--- src/rtl/upcounter_event_pkg.sv ---
// Shared types and width helpers for the upcounter event source.
// Imported by the debounce sub-block and the top.
package upcounter_event_pkg;

   typedef enum logic [1:0] {
      REL   = 2'd0,
      CHK_P = 2'd1,
      PRS   = 2'd2,
      CHK_R = 2'd3
   } deb_state_e;

   // Counter width for values 0..limit-1, never narrower than one bit.
   function automatic int cnt_w(input int limit);
      return (limit < 2) ? 1 : $clog2(limit);
   endfunction

endpackage

--- src/rtl/upcounter_event_source_key_debounce.sv ---
// Pushbutton synchroniser and debounce FSM.
// press_evt pulses once per accepted press; key_level is the debounced level.
module key_debounce
   import upcounter_event_pkg::*;
#(
   parameter int DEBOUNCE_CYCLES = 1000000
) (
   input  logic clk,
   input  logic reset,
   input  logic key_n,
   output logic press_evt,
   output logic key_level
);

   localparam int CW = cnt_w(DEBOUNCE_CYCLES);
   localparam logic [CW-1:0] CNT_LAST = CW'(DEBOUNCE_CYCLES - 1);

   logic          sync1_q, sync1_d;
   logic          key_s_q, key_s_d;
   deb_state_e    state_q, state_d;
   logic [CW-1:0] cnt_q, cnt_d;
   logic          stable;

   always_comb begin
      sync1_d   = key_n;
      key_s_d   = sync1_q;
      stable    = (cnt_q == CNT_LAST);
      state_d   = state_q;
      cnt_d     = cnt_q;
      press_evt = 1'b0;
      case (state_q)
         REL: begin
            if (!key_s_q) begin
               state_d = CHK_P;
               cnt_d   = '0;
            end
         end
         CHK_P: begin
            if (key_s_q) begin
               state_d = REL;
            end else if (stable) begin
               state_d   = PRS;
               press_evt = 1'b1;
            end else begin
               cnt_d = cnt_q + 1'b1;
            end
         end
         PRS: begin
            if (key_s_q) begin
               state_d = CHK_R;
               cnt_d   = '0;
            end
         end
         CHK_R: begin
            if (!key_s_q) begin
               state_d = PRS;
            end else if (stable) begin
               state_d = REL;
            end else begin
               cnt_d = cnt_q + 1'b1;
            end
         end
         default: state_d = REL;
      endcase
   end

   assign key_level = (state_q == PRS) || (state_q == CHK_R);

   // Synchroniser resets to the released level so reset release is silent.
   always_ff @(posedge clk or posedge reset) begin
      if (reset) begin
         sync1_q <= 1'b1;
         key_s_q <= 1'b1;
         state_q <= REL;
         cnt_q   <= '0;
      end else begin
         sync1_q <= sync1_d;
         key_s_q <= key_s_d;
         state_q <= state_d;
         cnt_q   <= cnt_d;
      end
   end

endmodule

--- src/rtl/upcounter_event_source.sv ---
// Drives the HPS upcounter count pulse and IRQ from a debounced key or tick.
// Every IRQ_EVERY events raise an IRQ held until software acknowledges it.
module upcounter_event_source
   import upcounter_event_pkg::*;
#(
   parameter int DEBOUNCE_CYCLES = 1000000,
   parameter int TICK_DIV        = 50000000,
   parameter int IRQ_EVERY       = 10,
   parameter int EVT_W           = 8
) (
   input  logic             clk,
   input  logic             reset,
   input  logic             key_n,
   input  logic             mode,
   input  logic             enable,
   input  logic             irq_ack,
   output logic             counter_input,
   output logic             irq_input,
   output logic             irq_overrun,
   output logic [EVT_W-1:0] evt_count
);

   localparam int PW = cnt_w(TICK_DIV);
   localparam int EW = cnt_w(IRQ_EVERY);
   localparam logic [PW-1:0] PRE_LAST = PW'(TICK_DIV - 1);
   localparam logic [EW-1:0] EVT_LAST = EW'(IRQ_EVERY - 1);

   logic          press_evt;
   logic [PW-1:0] pre_q, pre_d;
   logic          mode_q, mode_d;
   logic [EW-1:0] cnt_q, cnt_d;
   logic          ci_q, ci_d;
   logic          irq_q, irq_d;
   logic          ovr_q, ovr_d;
   logic          run;
   logic          tick_evt;
   logic          evt;
   logic          irq_evt;

   key_debounce #(
      .DEBOUNCE_CYCLES(DEBOUNCE_CYCLES)
   ) u_key_debounce (
      .clk       (clk),
      .reset     (reset),
      .key_n     (key_n),
      .press_evt (press_evt),
      .key_level ()
   );

   always_comb begin
      mode_d   = mode;
      // A mode edge holds the prescaler at 0 for one cycle.
      run      = enable & mode & (mode == mode_q);
      tick_evt = run & (pre_q == PRE_LAST);
      pre_d    = (!run || tick_evt) ? '0 : pre_q + 1'b1;
      evt      = enable & (mode ? tick_evt : press_evt);
      irq_evt  = evt & (cnt_q == EVT_LAST);
      cnt_d    = cnt_q;
      if (evt) begin
         cnt_d = irq_evt ? '0 : cnt_q + 1'b1;
      end
      ci_d  = evt;
      // A new IRQ beats a same-cycle ack; the ack still clears overrun.
      irq_d = irq_evt | (irq_q & ~irq_ack);
      ovr_d = ~irq_ack & (ovr_q | (irq_evt & irq_q));
   end

   always_ff @(posedge clk or posedge reset) begin
      if (reset) begin
         pre_q  <= '0;
         mode_q <= 1'b0;
         cnt_q  <= '0;
         ci_q   <= 1'b0;
         irq_q  <= 1'b0;
         ovr_q  <= 1'b0;
      end else begin
         pre_q  <= pre_d;
         mode_q <= mode_d;
         cnt_q  <= cnt_d;
         ci_q   <= ci_d;
         irq_q  <= irq_d;
         ovr_q  <= ovr_d;
      end
   end

   assign counter_input = ci_q;
   assign irq_input     = irq_q;
   assign irq_overrun   = ovr_q;
   assign evt_count     = EVT_W'(cnt_q);

endmodule

--- config.mk ---
export PLATFORM = sky130hd
export DESIGN_NAME = upcounter_event_source
export DESIGN_NICKNAME = d
export VERILOG_FILES = /design/src/rtl/upcounter_event_pkg.sv /design/src/rtl/upcounter_event_source_key_debounce.sv /design/src/rtl/upcounter_event_source.sv
export SDC_FILE = /design/constraint.sdc
export NUM_CORES = 1
export LEC_CHECK = 0
export CORE_AREA = 2 2 97 99
export CTS_CLUSTER_DIAMETER = 150
export DETAILED_ROUTE_END_ITERATION = 7
export DIE_AREA = 0 0 99 101
export HOLD_SLACK_MARGIN = 0.02
export PLACE_DENSITY = 0.55
export SETUP_SLACK_MARGIN = 0.1
export SYNTH_ARGS = -nofsm -noshare
export SYNTH_HDL_FRONTEND = slang
export SYNTH_SLANG_ARGS = --single-unit
--- constraint.sdc ---
create_clock -name clk -period 2.6 [get_ports clk]
set_input_delay 0.78 -clock clk [delete_from_list [all_inputs] [get_ports clk]]
set_output_delay 0.78 -clock clk [all_outputs]
set_load 0.03 [all_outputs]
==> out/qor.yml <==
status: "finished, final reports clean"
post_drt_wl_per_cell_microns: 13.4
drv_slew: 0
synthMuxAreaShare_pct: 1.71
drc_errors: 0
cp_top_family: "buffers and inverters"
clock_latency_ps: 340
tns_ps: 0
n_fill_cell: 880
syn-cell-area_sq_um: 3080
gp_congestion: 0.756
htree_levels: 3
yosys_warnings: 0
power_mw: 1.85
ctsHoldBuffers: 0
endpoint_kind: "primary output"
synth_adder_area_share_pct: 1.63
multi_input_area_sq_um: 1520
rsz0062_at_grt: "no"
syn_area_per_cell_sq_um: 9.38
synth_simple_gate_area_share_pct: 29.9
tightest_slew_ps: 508
cp.arrival_ps: 1490
critPathKind: "flip-flop to primary output"
syn_inst: 328
finalHoldViolCount: 0
p_leak_nw: 1.35
die-area_sq_um: 10000
utilization_pct: 39.3
start_kind: "flip-flop"
antenna_cells: 0
io_pins: 17
num_rows: 35
yosys_register_bits: 58
synth-edff-count: 0
synth_cell_types: 48
setup_viol: 0
post_cts_buffers: 0
dp_hpwl_microns: 4380
yosysSeqAreaShare_pct: 47.3
first_global_vias: 2327
synthArstFlopShare_pct: 100
initialDrtViolationCount: 86
synth_xor_xnor_area_share_pct: 10.2
grt.total_usage_pct: 13.8
power_density_nw_per_um2: 524
num_vias: 2291
critical_path.slowest_cell: "clkdlybuf4s50_1"
critical_path_buf_inv_count: 1
synth-compound-area-share_pct: 5.57
required_ps: 1820
fin_nets: 356
cap_violations: 0
wirelength_microns: 6200
grt_pass1_wl_microns: 11000
area_growth_pct: 14.7
hp-class: "flip-flop to flip-flop"
coreArea_sq_um: 8980
regArea_sq_um: 1450
root_buffer: "clkbuf_8"
path_clk_slew_ps: 60
ir_worst_vdd_mv: 0.284
post-route-period-util_pct: 87.4
cts.sinks: 58
max_clock_freq_mhz: 440
dr.pass1.iters: 4
die_y_microns: 101
cp_max_fo: 6
timing.max_slew.rel_slack_pct: 65.8
antenna_found_initial: 0
initial_core_util_pct: 34.3
gr-total-overflow: 0
post_cts_resized: 0
cts_buffers: 9
layout_commonest_cell: "dfrtp_1"
vias_per_cell: 4.96
synth_flop_cell: "dfrtp_1"
ant_nets: 0
clk_path_buf_depth: 2
final_cell_mix: "dfrtp_1 (56), nor2_1 (50), nand2_1 (30)"
io_buffer_count: 12
die_x_microns: 99
clock_skew_ps: 9.10
drive_gt1_share_pct: 8.55
cts_tree: "yes"
path_cells: "clkdlybuf4s50_1"
min_period_ps: 2270
synth_top_family_by_area: "simple AND/OR/NAND/NOR gates"
slowest_delay_ps: 730
grt_max_degree: 40
==> layout make-up <==
class | count | share of cell area, %
Tap cell | 111 | 3.94
Inverter | 12 | 1.28
Sequential cell | 58 | 41.2
Timing Repair Buffer | 16 | 4.61
Multi-Input combinational cell | 249 | 43.2
Clock buffer | 11 | 4.29
Clock inverter | 5 | 1.49
==> registers in the layout (all words and copies together) (netlist names), named ones only <==
signal,flops
mode_q,1
counter_input,1
u_key_debounce.key_s_d,1
u_key_debounce.state_q,1
irq_overrun,1
u_key_debounce.cnt_q,20
pre_q,26
cnt_q,4
irq_input,1
u_key_debounce.key_s_q,1
==> logic make-up after synthesis <==
kind of cell | after synthesis
buffers and inverters | 24
adders and majority gates | 4
DFF | 58
AOI/OAI and AO/OA | 25
other | 1
muxes | 5
and+or+nand+nor | 177
xor gates and xnor gates | 34
==> routing by layer <==
metal	global-route usage, %	part of all wire (%)	vias up
li1	-	-	1179
met1	17.8	48	1085
met2	22.6	48	17
met3	3.54	2.3	10
met4	5.16	1.8	0
met5	0	0	-
==> synthesized netlist by cell type, drive strengths merged, types with 5 or more instances <==
cell / count / area [sq um]
dfrtp: 56 / 1400
nor2: 50 / 188
nand2: 30 / 113
xnor2: 26 / 235
nand3: 24 / 120
nor3: 15 / 80.1
nand4: 13 / 81.3
inv: 11 / 41.3
o21ai: 11 / 55.1
or3: 9 / 56.3
buf: 8 / 50.1
xor2: 8 / 77.6
or4: 7 / 52.6
a21oi: 6 / 30.0
nor4: 6 / 50.0
and4: 5 / 43.8
==> where the power goes <==
| part | switching (mW) | total (mW) | leakage [nW] | internal (mW) |
|---|---|---|---|---|
| Clock | 0.355 | 0.844 | 0.105 | 0.489 |
| Combinational | 0.0526 | 0.0769 | 0.456 | 0.0243 |
| Sequential | 0.0131 | 0.927 | 0.791 | 0.914 |
==> path summary, 6_finish.rpt <==
kind,cells after the start,slack [ps],start,to
hold / removal,0,360,u_key_debounce.key_s_d,u_key_debounce.key_s_q
setup / recovery,1,330,cnt_q[0],evt_count[0]
hold reg to reg,0,360,u_key_debounce.key_s_d,u_key_debounce.key_s_q
min in group asynchronous,2,770,reset,u_key_debounce.cnt_q[8]
max in group asynchronous,3,1270,reset,pre_q[13]
setup reg to reg,5,480,u_key_debounce.cnt_q[1],cnt_q[0]
==> through the flow <==
stage               setup WS [ps]  hold slack (ps)  instance area (sq um)  instances
floorplan                     395              345                   3090        331
global placement             82.8              347                   3320        446
detailed placement           39.3              354                   3320        446
CTS                           299              365                   3530        462
global route                  265              372                   3530        462
finish                        327              364                   3530        462
No activity file was read; power rests on OpenSTA's default activity.
